**src/rtl/ls_prog_loader.sv**
```systemverilog
// Local-store program loader: packs 32-bit words into 128-bit quadwords. Optional checksum via LS_PROG_LOADER_CHECKSUM_EN.
// Latency: 2 + 5N cycles from start to done for N quadwords when the stream and the grant never stall.
// Backpressure: in_ready is low outside FILL; a write waits in WRITE, with address and data held, until ls_gnt.
module ls_prog_loader #(
  parameter int LS_SIZE_BYTES = 32768,
  parameter int LS_ADDR_WD    = 32,
  parameter int CNT_WD        = 16
) (
  input  logic                  clk,
  input  logic                  rst,
  input  logic                  start,
  input  logic [0:LS_ADDR_WD-1] base_addr,
  input  logic [0:CNT_WD-1]     num_qw,
  input  logic                  in_valid,
  output logic                  in_ready,
  input  logic [0:31]           in_data,
  output logic                  ls_req,
  input  logic                  ls_gnt,
  output logic [0:LS_ADDR_WD-1] ls_addr,
  output logic [0:127]          ls_data_wr,
  output logic                  ls_wr_en,
  output logic                  busy,
  output logic                  done,
  output logic                  err,
  output logic [0:31]           checksum
);

  localparam int SUM_WD = LS_ADDR_WD + CNT_WD + 4;

  localparam logic [2:0] S_IDLE  = 3'd0;
  localparam logic [2:0] S_CHECK = 3'd1;
  localparam logic [2:0] S_FILL  = 3'd2;
  localparam logic [2:0] S_WRITE = 3'd3;
  localparam logic [2:0] S_DONE  = 3'd4;

  logic [2:0]            state_q, state_d;
  logic [0:LS_ADDR_WD-1] addr_q, addr_d;
  logic [0:CNT_WD-1]     rem_q, rem_d;
  logic [1:0]            widx_q, widx_d;
  logic [0:127]          qw_buf_q, qw_buf_d;
  logic                  err_q, err_d;
  logic [SUM_WD-1:0]     end_addr;
  logic [SUM_WD-1:0]     size_lim;
  logic                  misaligned;

  // Wide enough that base + 16*count never wraps.
  assign end_addr   = SUM_WD'(addr_q) + (SUM_WD'(rem_q) << 4);
  assign size_lim   = SUM_WD'(LS_SIZE_BYTES);
  assign misaligned = (addr_q[LS_ADDR_WD-4:LS_ADDR_WD-1] != 4'b0);

`ifdef LS_PROG_LOADER_CHECKSUM_EN
  logic [0:31] csum_q, csum_d;
  assign checksum = csum_q;
`else
  assign checksum = '0;
`endif

  always_comb begin
    state_d  = state_q;
    addr_d   = addr_q;
    rem_d    = rem_q;
    widx_d   = widx_q;
    qw_buf_d = qw_buf_q;
    err_d    = err_q;
`ifdef LS_PROG_LOADER_CHECKSUM_EN
    csum_d   = csum_q;
`endif
    case (state_q)
      S_IDLE: begin
        if (start) begin
          state_d = S_CHECK;
          addr_d  = base_addr;
          rem_d   = num_qw;
          widx_d  = 2'd0;
          err_d   = 1'b0;
`ifdef LS_PROG_LOADER_CHECKSUM_EN
          csum_d  = '0;
`endif
        end
      end
      S_CHECK: begin
        if (misaligned || (end_addr > size_lim)) begin
          err_d   = 1'b1;
          state_d = S_DONE;
        end else if (rem_q == '0) begin
          state_d = S_DONE;
        end else begin
          state_d = S_FILL;
        end
      end
      S_FILL: begin
        if (in_valid) begin
          // Word 0 lands in bits 0:31, matching LS lane order.
          qw_buf_d[{widx_q, 5'b0} +: 32] = in_data;
          widx_d = widx_q + 2'd1;
`ifdef LS_PROG_LOADER_CHECKSUM_EN
          csum_d = csum_q + in_data;
`endif
          if (widx_q == 2'd3) state_d = S_WRITE;
        end
      end
      S_WRITE: begin
        if (ls_gnt) begin
          addr_d  = addr_q + LS_ADDR_WD'(16);
          rem_d   = rem_q - CNT_WD'(1);
          state_d = (rem_q == CNT_WD'(1)) ? S_DONE : S_FILL;
        end
      end
      S_DONE:  state_d = S_IDLE;
      default: state_d = S_IDLE;
    endcase
  end

  always_ff @(posedge clk) begin
    if (rst) begin
      state_q  <= S_IDLE;
      addr_q   <= '0;
      rem_q    <= '0;
      widx_q   <= 2'd0;
      qw_buf_q <= '0;
      err_q    <= 1'b0;
`ifdef LS_PROG_LOADER_CHECKSUM_EN
      csum_q   <= '0;
`endif
    end else begin
      state_q  <= state_d;
      addr_q   <= addr_d;
      rem_q    <= rem_d;
      widx_q   <= widx_d;
      qw_buf_q <= qw_buf_d;
      err_q    <= err_d;
`ifdef LS_PROG_LOADER_CHECKSUM_EN
      csum_q   <= csum_d;
`endif
    end
  end

  assign in_ready   = (state_q == S_FILL);
  assign ls_req     = (state_q == S_WRITE);
  assign ls_addr    = ls_req ? addr_q : '0;
  assign ls_data_wr = ls_req ? qw_buf_q : '0;
  assign ls_wr_en   = ls_req && ls_gnt;
  assign busy       = (state_q == S_CHECK) || (state_q == S_FILL) || (state_q == S_WRITE);
  assign done       = (state_q == S_DONE);
  assign err        = done && err_q;

endmodule

```
**config.mk**
```make
export PLATFORM = sky130hd
export DESIGN_NAME = ls_prog_loader
export DESIGN_NICKNAME = d
export VERILOG_FILES = /design/src/rtl/ls_prog_loader.sv
export SDC_FILE = /design/constraint.sdc
export NUM_CORES = 1
export LEC_CHECK = 0
export BUFFER_PORTS_ARGS = -buffer_cell sky130_fd_sc_hd__buf_4
export CORE_MARGIN = 2
export CORE_UTILIZATION = 58
export DETAILED_ROUTE_END_ITERATION = 6
export GPL_TIMING_DRIVEN = 0
export PLACE_DENSITY = 0.87
export SLEW_MARGIN = 20
export SYNTH_ARGS = -nofsm -noshare
export SYNTH_HDL_FRONTEND = slang
export SYNTH_SLANG_ARGS = --single-unit
```
**constraint.sdc**
```tcl
create_clock -name clk -period 8.88 [get_ports clk]
set_clock_uncertainty 0.05 [all_clocks]
set_input_delay 0 -clock clk [delete_from_list [all_inputs] [get_ports clk]]
set_output_delay 0 -clock clk [all_outputs]
set_load 0.03 [all_outputs]
```
==> results_dict.tcl, run 1 <==
set metrics [dict create \
    pwr_density_cell_mw_per_mm2 136 \
    dp_cells 1957 \
    critPathMaxStageDelay_ns 0.73 \
    hold_path_end "state_q[0]" \
    clk_pin_slew_ns 0.07 \
    leakagePower_nw 5.71 \
    grt_max_degree 20 \
    path_cells "inv_1 -> or2_2 -> inv_1 -> clkbuf_1 -> clkbuf_1 -> clkbuf_1 -> and2_1 -> buf_4" \
    rsz0062_at_grt "no" \
    finalMaxSlewViolations 0 \
    portBuffers 249 \
    setup_viol 0 \
    grt_use_total_pct 41.8 \
    worstMarginPinSlew_ns 1.09 \
    final_cells 2070 \
    wl_um 41000 \
    htree_levels 4 \
    detail-route-antenna-nets 0 \
    cts_resized 0 \
    cts_buffers 17 \
    period_minus_slack_ns 3.87 \
    syn_inst 1448 \
    cts_buffer_depth 2 \
    dp_hpwl_um 28000 \
    crit_type "reg -> out" \
    fillers 1264 \
    cts_sinks 182 \
    drtIter0Drc 1668 \
    vias_per_cell 6.21 \
    vias 12900 \
    crit_top_cell "clkbuf_1" \
    holdPathStages 4 \
    syn_to_final_growth_pct 35.2 \
    postCtsSetupBuffers 0 \
    ios 283 \
    rows 49 \
    design.core.area_mm2 0.0178 \
    synthDistinctLibCells 68 \
    die-area_mm2 0.0191 \
    required_ns 8.83 \
    wl_per_cell_um 19.8 \
    drc 0 \
    grt_overflow 0 \
    hold_class "in -> reg" \
    irDropWorstVdd_mv 0.154 \
    ctsHoldBuffers 81 \
    timing.rr.start "addr_q[27]" \
    final-hold-violation-count 0 \
    multi_input_area_mm2 0.00614 \
    ys_seq_area_share_pct 34.9 \
    grt_pass1_vias 12300 \
    synthArstFlopShare_pct 0 \
    start_util_pct 58.5 \
    fin_tns_setup_ns 0 \
    gp_congestion 0.997 \
    cts_tree "built" \
    crit_slowest_cell "clkbuf_1" \
    cp_top_family "buffers and inverters" \
    max_freq_mhz 259 \
    r2r-end "state_q[2]" \
    p_total_mw 1.92 \
    grt_pass1_wl_um 64900 \
    r2r_slack_ns 5.15 \
    clk_latency_ns 0.44 \
    synth_warnings 0 \
    die_width_um 138 \
    synth_area_mm2 0.0104 \
    antenna_found_initial 0 \
    maxCapViolations 0 \
    die_y_um 138 \
    outcome "finished clean" \
    diodes 0 \
    synth_ff_type "dfxtp_1" \
    final_util_pct 79.1 \
    cp_data_arrival_time_ns 3.82 \
    syn_area_per_cell_um2 7.21 \
    seq_area_mm2 0.00364 \
    worst-r2r-cell-count 9 \
    ys_seq_elements 182 \
    cp_num_buf_inv 6 \
    synth_edf_count 0 \
    relSlewSlack_pct 27.2 \
    end_kind "output port" \
    hold_start "in_valid" \
    drive_above_1_share_pct 18.0 \
    cp-start-kind "register" \
    cp_max_fo 10 \
    drt_pass1_iterations 6 \
    timing.final.crit_share_pct 43.6 \
    nNetsFinal 1937 \
    cts_root_buf "clkbuf_16" \
]
==> cell families (layout without fill, tap and decap cells) <==
logic type / Yosys count / in the layout / share of synthesized area [%]
XOR/XNOR: 7 / 7 / 0.587
adder cells (fa/ha/maj): 24 / 24 / 2.95
flip-flops: 182 / 182 / 34.9
other: 1 / 32 / 0.0359
multiplexers: 11 / 11 / 1.07
buffers and inverters: 171 / 533 / 7.37
AND/OR/NAND/NOR: 705 / 705 / 33.6
AO/OA/AOI/OAI: 347 / 347 / 19.5
==> power breakdown <==
part           total (mW)  internal (mW)  switching (mW)
logic               0.292          0.120           0.172
clock network       0.768          0.379           0.389
registers           0.856          0.832          0.0246
total                1.92           1.33           0.586
==> worst reg2reg max path, cell delays in order, from the launching register on <==
cell and delay (ns):
dfxtp_1 0.40, ha_1 0.27, fa_1 0.45, a211oi_1 0.43
o21ai_1 0.18, a22oi_1 0.58, nor4_1 0.11, or4_1 0.53
nor4_2 0.43, a31oi_1 0.15
==> synthesized netlist by cell type (6+ instances only) <==
library cell / number / area, µm²
nand2_1: 198 / 743
a21oi_1: 192 / 961
dfxtp_1: 182 / 3640
and2_1: 165 / 1030
nand3_1: 146 / 731
clkbuf_1: 114 / 428
nor2_1: 108 / 405
o21ai_0: 42 / 210
buf_4: 32 / 240
ha_1: 23 / 288
nor3_1: 23 / 115
inv_1: 18 / 67.6
a22oi_1: 16 / 120
nand4_1: 15 / 93.8
o21ai_1: 14 / 70.1
a211oi_1: 10 / 75.1
mux2i_1: 10 / 100
o31ai_1: 9 / 67.6
and3_1: 8 / 50.1
a31oi_1: 7 / 43.8
or3_1: 7 / 43.8
a2111oi_0: 6 / 52.6
buf_2: 6 / 30.0
==> cells in the final DEF (no fill, tap or decap), types with 18 or more instances in the layout <==
master and instances:
dlygate4sd3_1 81, dfxtp_1 182, a21oi_1 192, inv_1 18, nor2_1 108, buf_4 281
and2_1 165, o21ai_0 42, ha_1 23, nand3_1 146, nand2_1 198, conb_1 32
nor3_1 23, clkbuf_1 115
==> per-layer routing <==
| metal | global-route usage [%] | share of wire, % |
|---|---|---|
| met1 | 52.5 | 37 |
| met2 | 66.2 | 45 |
| met3 | 10.7 | 12 |
| met4 | 22.1 | 6.0 |
| met5 | 0 | 0 |
==> final cells by class <==
class                      count  area share, %
buffer                       152           4.95
tap                          229           2.03
inverter                      19          0.505
timing repair buffer         330           19.0
sequential                   182           25.8
clock buffer                  18           3.04
multi-input combinational   1126           43.5
clock inverter                14           1.12
==> state kept, by name, indices dropped and copies added (netlist names) <==
register,cells
state_q,3
err_q,1
addr_q,32
rem_q,16
widx_q,2
qw_buf_q,128
==> metrics by stage <==
| step | setup WS, ns | hold WS, ns | cell area [µm²] |
|---|---|---|---|
| floorplan | 5.82 | 0.0939 | 10600 |
| global placement | 5.28 | 0.184 | 12700 |
| detailed placement | 5.23 | 0.189 | 12700 |
| CTS | 5.21 | 0.0151 | 14100 |
| global route | 4.90 | 0.0494 | 14100 |
| finish | 5.01 | 0.0205 | 14100 |
==> worst max-delay path by stage <==
stage                        endpoint  startpoint  cells past startpoint
final                     ls_addr[24]  state_q[1]                      8
after global routing       state_q[2]  addr_q[27]                     10
after CTS                  state_q[2]  addr_q[27]                      9
after detailed placement   state_q[2]  addr_q[27]                      9
after global placement     state_q[2]  addr_q[27]                      9
after floorplan            state_q[2]  addr_q[27]                      9
Note: power is estimated with default switching activity, not from simulation.
==> run 2, diff against run 1 <==
--- a/config.mk
+++ b/config.mk
@@ -5,12 +5,13 @@
 export SDC_FILE = /design/constraint.sdc
 export NUM_CORES = 1
 export LEC_CHECK = 0
+export ABC_AREA = 1
 export BUFFER_PORTS_ARGS = -buffer_cell sky130_fd_sc_hd__buf_4
 export CORE_MARGIN = 2
-export CORE_UTILIZATION = 58
+export CORE_UTILIZATION = 49
 export DETAILED_ROUTE_END_ITERATION = 6
 export GPL_TIMING_DRIVEN = 0
-export PLACE_DENSITY = 0.87
+export PLACE_DENSITY = 0.78
 export SLEW_MARGIN = 20
 export SYNTH_ARGS = -nofsm -noshare
 export SYNTH_HDL_FRONTEND = slang
==> constraint.sdc (replaced) <==
create_clock -name clk -period 3.4 [get_ports clk]
set_clock_uncertainty 0.05 [all_clocks]
set_input_delay 0 -clock clk [delete_from_list [all_inputs] [get_ports clk]]
set_output_delay 0 -clock clk [all_outputs]
set_load 0.03 [all_outputs]
==> run 2 against run 1 <==
Net effect:
- cell count up 12%
- wire length down 1.3%
- combinational power rose to 3.6 times the previous value
- synthesized cell count up 14%
- setup slack worse by 4.9 ns
==> results_dict.tcl, run 2 <==
set metrics [dict create \
    outcome "finished clean" \
    nNetsFinal 2141 \
    clk_latency_ns 0.45 \
    fin_tns_setup_ns 0 \
    setup_ws_ns 0.0813 \
    die-area_mm2 0.0235 \
    setup_viol 0 \
    combPwrFrac_pct 19.4 \
    start_util_pct 50.0 \
    vias_per_cell 5.57 \
    layout_common_cells "buf_4 (283), inv_1 (253), nor2_1 (250)" \
    fillers 1909 \
    crit_top_cell "clkbuf_1" \
    synth_area_mm2 0.0109 \
    cts_root_buf "clkbuf_16" \
    worstMarginPinSlew_ns 0.815 \
    pwr-share-seq_pct 42.8 \
    grt_max_degree 20 \
    diodes 0 \
    cts_sinks 182 \
    synth_top_area_cell "dfxtp_1" \
    final-hold-violation-count 0 \
    synthArstFlopShare_pct 0 \
    ys_seq_area_share_pct 33.4 \
    synth_ff_type "dfxtp_1" \
    final_util_pct 67.5 \
    wl_per_cell_um 17.4 \
    antenna_found_initial 0 \
    end_kind "output port" \
    clock_power_share_pct 37.7 \
    worst-r2r-cell-count 18 \
    crit_type "reg -> out" \
    grt_pass1_wl_um 62800 \
    portBuffers 250 \
    pwr_density_cell_mw_per_mm2 363 \
    synth_warnings 0 \
    critPathMaxStageDelay_ns 0.48 \
    wl_um 40500 \
    gp_congestion 0.963 \
    largest_reg_flops 128 \
    hold_class "in -> reg" \
    switching_share_pct 33.2 \
    cts_buffers 17 \
    final_cells 2325 \
    synthDistinctLibCells 48 \
    postCtsSetupBuffers 0 \
    path_cells "inv_2 -> nor3_4 -> inv_2 -> clkbuf_1 -> clkbuf_1 -> clkbuf_1 -> nor2_1 -> buf_4" \
    crit_slowest_cell "dfxtp_1" \
    regMostFlops "qw_buf_q" \
    synth.top_cell.area_share_pct 33.4 \
    design.core.area_mm2 0.0218 \
    top_regs "qw_buf_q x128, addr_q x32, rem_q x16" \
    rows 54 \
    holdPathStages 4 \
    period_minus_slack_ns 3.32 \
    die_width_um 153 \
    clk_pin_slew_ns 0.08 \
    vias 12900 \
    drtIter0Drc 1053 \
    cp_max_fo 10 \
    drive_above_1_share_pct 16.9 \
    dp_hpwl_um 30700 \
    maxCapViolations 0 \
    timing.final.crit_share_pct 97.6 \
    max_freq_mhz 301 \
    required_ns 3.35 \
    detailedPlace.worstSlack_ns 0.418 \
    syn_to_final_growth_pct 34.9 \
    finalMaxSlewViolations 0 \
    switchingPower_mw 1.77 \
    dp_cells 2205 \
    synth_edf_count 0 \
    grt_overflow 0 \
    synth.most_common_cell "inv_1" \
    detail-route-antenna-nets 0 \
    p_int_mw 3.56 \
    drc 0 \
    leakagePower_nw 6.21 \
    final_common_cell "buf_4" \
    whs_ns 0.0259 \
    cts_buffer_depth 2 \
    grt_pass1_vias 12300 \
    cts_tree "built" \
    placed_area_mm2 0.0133 \
    cp_data_arrival_time_ns 3.27 \
    rsz0062_at_grt "no" \
    relSlewSlack_pct 45.7 \
    seq_area_mm2 0.00364 \
    multi_input_area_mm2 0.00575 \
    die_y_um 153 \
    yosys-top-cells-area "dfxtp_1 (33%), a211oi_1 (9.3%), inv_1 (8.7%)" \
    drt_pass1_iterations 6 \
    p_total_mw 5.34 \
    htree_levels 4 \
    synthTopCellsByCount "inv_1 (253), nor2_1 (250), nand2_1 (242)" \
    grt_use_total_pct 33.2 \
    ys_seq_elements 182 \
    finalInstanceArea_mm2 0.0147 \
    syn_area_per_cell_um2 6.64 \
    irDropWorstVdd_mv 0.306 \
    cp-start-kind "register" \
    syn_inst 1644 \
    ios 283 \
]
[run 2: repair_timing]
action,in CTS,in global routing
endpoints found under the hold margin,179,0
gates resized for setup,0,2
hold buffers,88,0
endpoints found under the setup margin,0,1
[run 2: cell type report]
type / count / share of cell area, %
inverters: 261 / 6.65
clock buffers: 18 / 2.91
flip-flops and latches: 182 / 24.7
plain buffers: 140 / 4.47
multi-input cells: 1092 / 39.1
clock inverters: 14 / 1.05
repair buffers: 338 / 18.7
well taps: 280 / 2.38
[run 2: final timing paths]
check / to / slack (ns) / startpoint
max: ls_data_wr[124] / 0.08 / state_q[1]
min: addr_q[26] / 0.03 / rst
max reg2reg: state_q[2] / 0.40 / addr_q[27]
min reg2reg: qw_buf_q[19] / 0.41 / qw_buf_q[19]
[run 2: cells by family after synthesis]
family | Yosys count | share of synthesized area [%]
simple gates | 610 | 23.3
compound gates | 414 | 24.5
buf+inv | 401 | 15.0
flops | 182 | 33.4
fa+ha+maj | 24 | 2.82
xor+xnor | 12 | 0.963
other cells | 1 | 0.0344
[run 2: power by group through the flow]
stage               registers, mW  clock network, mW  logic, mW
finish                       2.29               2.01       1.04
global route                 2.29               2.08       1.14
CTS                          2.28               2.00       1.01
detailed placement           2.33                  0      0.925
global placement             2.33                  0      0.915
floorplan                    2.30                  0      0.628
[run 2: per-layer routing]
| metal | part of all wire (%) | GRT usage, % | routed length (µm) |
|---|---|---|---|
| met3 | 8.8 | 6.49 | 3560 |
| met5 | 0 | 0 | 0 |
| met4 | 4.1 | 15.6 | 1660 |
| met1 | 39 | 40.3 | 15900 |
| met2 | 48 | 56.7 | 19400 |
[run 2: worst max-delay path, delay by kind of cell, from the launching register on]
family        cells  cell delay, ns
buf+inv           6            1.59
simple gates      2            0.74
flops             1            0.48
==> run 3, diff against run 2 <==
--- a/config.mk
+++ b/config.mk
@@ -5,13 +5,13 @@
 export SDC_FILE = /design/constraint.sdc
 export NUM_CORES = 1
 export LEC_CHECK = 0
-export ABC_AREA = 1
+export ABC_AREA = 0
 export BUFFER_PORTS_ARGS = -buffer_cell sky130_fd_sc_hd__buf_4
 export CORE_MARGIN = 2
-export CORE_UTILIZATION = 49
+export CORE_UTILIZATION = 48
 export DETAILED_ROUTE_END_ITERATION = 6
 export GPL_TIMING_DRIVEN = 0
-export PLACE_DENSITY = 0.78
+export PLACE_DENSITY = 0.77
 export SLEW_MARGIN = 20
 export SYNTH_ARGS = -nofsm -noshare
 export SYNTH_HDL_FRONTEND = slang
==> run 3 against run 2 <==
Net effect:
- sequential cell count did not move
- hold slack better by 0.10 ns
- via count is 4.5% lower
- clock power is 5% higher
- sequential share of layout area is 0.77 points higher
- critical path type is now reg -> reg
- critical endpoint is now state_q[2]
==> results_dict.tcl, run 3 (synthesis gave the netlist of run 1 again) <==
set metrics [dict create \
    outcome "finished clean" \
    final_cells 2118 \
    design.core.area_mm2 0.0212 \
    drive_above_1_share_pct 18.9 \
    syn_to_final_growth_pct 36.9 \
    layout_common_cells "buf_4 (282), nand2_1 (198), a21oi_1 (191)" \
    timing.final.crit_share_pct 95.2 \
    cts_root_buf "clkbuf_16" \
    fin_tns_setup_ns 0 \
    die_width_um 151 \
    required_ns 3.67 \
    rsz0062_at_grt "no" \
    largest_reg_flops 128 \
    grt_pass1_wl_um 61700 \
    end_kind "register" \
    grt_use_total_pct 34.8 \
    die-area_mm2 0.0229 \
    grt_max_degree 21 \
    irDropWorstVdd_mv 0.420 \
    leakagePower_nw 5.76 \
    grt_overflow 0 \
    switchingPower_mw 1.56 \
    cp_max_fo 10 \
    crit_type "reg -> reg" \
    whs_ns 0.129 \
    wl_met3_um 4580 \
    drt_pass1_iterations 6 \
    cts_buffers 17 \
    p_int_mw 3.56 \
    regMostFlops "qw_buf_q" \
    die_y_um 151 \
    nNetsFinal 1939 \
    clock_power_share_pct 41.3 \
    drtIter0Drc 1399 \
    final-hold-violation-count 0 \
    setup_ws_ns 0.163 \
    ios 283 \
    vias 12400 \
    period_minus_slack_ns 3.24 \
    portBuffers 249 \
    wl_um 40900 \
    setup_viol 0 \
    drc 0 \
    final_util_pct 67.6 \
    cts_buffer_depth 2 \
    gp_congestion 0.954 \
    pwr-share-seq_pct 43.7 \
    antenna_found_initial 0 \
    final_common_cell "buf_4" \
    detailedPlace.worstSlack_ns -0.263 \
    diodes 0 \
    finalMaxSlewViolations 0 \
    dp_hpwl_um 29400 \
    dr.max_layer_used "met4" \
    maxCapViolations 0 \
    clk_latency_ns 0.44 \
    cp_data_arrival_time_ns 3.50 \
    clk_pin_slew_ns 0.08 \
    switching_share_pct 30.5 \
    combPwrFrac_pct 15.1 \
    detail-route-antenna-nets 0 \
    top_regs "qw_buf_q x128, addr_q x32, rem_q x16" \
    hold_class "in -> reg" \
    worstMarginPinSlew_ns 1.07 \
    relSlewSlack_pct 28.7 \
    dp_cells 2003 \
    rows 53 \
    cp-start-kind "register" \
    fillers 1798 \
    cts_sinks 182 \
    vias_per_cell 5.83 \
    grt_pass1_vias 11500 \
    start_util_pct 49.4 \
    pwr_density_cell_mw_per_mm2 358 \
    htree_levels 4 \
    wl_per_cell_um 19.3 \
    cts_tree "built" \
    max_freq_mhz 309 \
    met1_length_um 16200 \
    wl_met2_um 18100 \
]
==> run 3: repair_timing <==
item                                    4_1_cts  5_1_grt
resized for setup                             6       14
pin swaps                                     2        4
hold buffers                                 82        0
setup buffers                                 1        0
endpoints found under the hold margin       177        0
endpoints found under the setup margin       73       52
==> run 3: final timing paths <==
path / startpoint / endpoint / slack [ns] / cells past startpoint
worst min-delay path: start / state_q[0] / 0.13 / 5
worst min register to register: qw_buf_q[107] / qw_buf_q[107] / 0.40 / 2
worst max register to register: addr_q[20] / state_q[2] / 0.16 / 10
worst max-delay path: addr_q[20] / state_q[2] / 0.16 / 10
==> run 3: metal layers <==
layer	global-route usage, %	vias to the layer above
li1	-	5721
met4	17.8	0
met1	45.2	5659
met5	0	-
met3	8.38	182
met2	53.7	793
==> run 3: area by class of cell <==
type | count | area (µm²) | area share, %
clock inverter | 15 | 201 | 1.41
multi-input combinational | 1126 | 6200 | 43.4
clock buffer | 17 | 425 | 2.98
timing repair buffer | 332 | 2700 | 18.9
sequential | 182 | 3650 | 25.5
inverter | 19 | 71.3 | 0.499
tap | 275 | 344 | 2.41
buffer | 152 | 703 | 4.92
==> run 3: per-stage QoR <==
step | area [µm²] | total power, mW
global route | 14300 | 5.27
global placement | 12800 | 2.93
CTS | 14200 | 5.09
detailed placement | 12800 | 2.94
finish | 14300 | 5.12
floorplan | 10600 | 2.69
==> run 3: power by group through the flow <==
stage	combinational (mW)	clock (mW)	sequential [mW]
after floorplan	0.425	0	2.26
after global placement	0.652	0	2.28
after detailed placement	0.655	0	2.28
after CTS	0.741	2.11	2.23
after global routing	0.829	2.20	2.24
final	0.771	2.11	2.24
==> run 3: critical path: stages, from the launching register on <==
cell	delay (ns)
dfxtp_1	0.38
ha_1	0.30
clkbuf_1	0.41
a21oi_4	0.14
o21ai_1	0.25
a22oi_2	0.18
buf_4	0.17
o211a_1	0.21
or4_1	0.56
nor4_4	0.32
a31oi_1	0.12
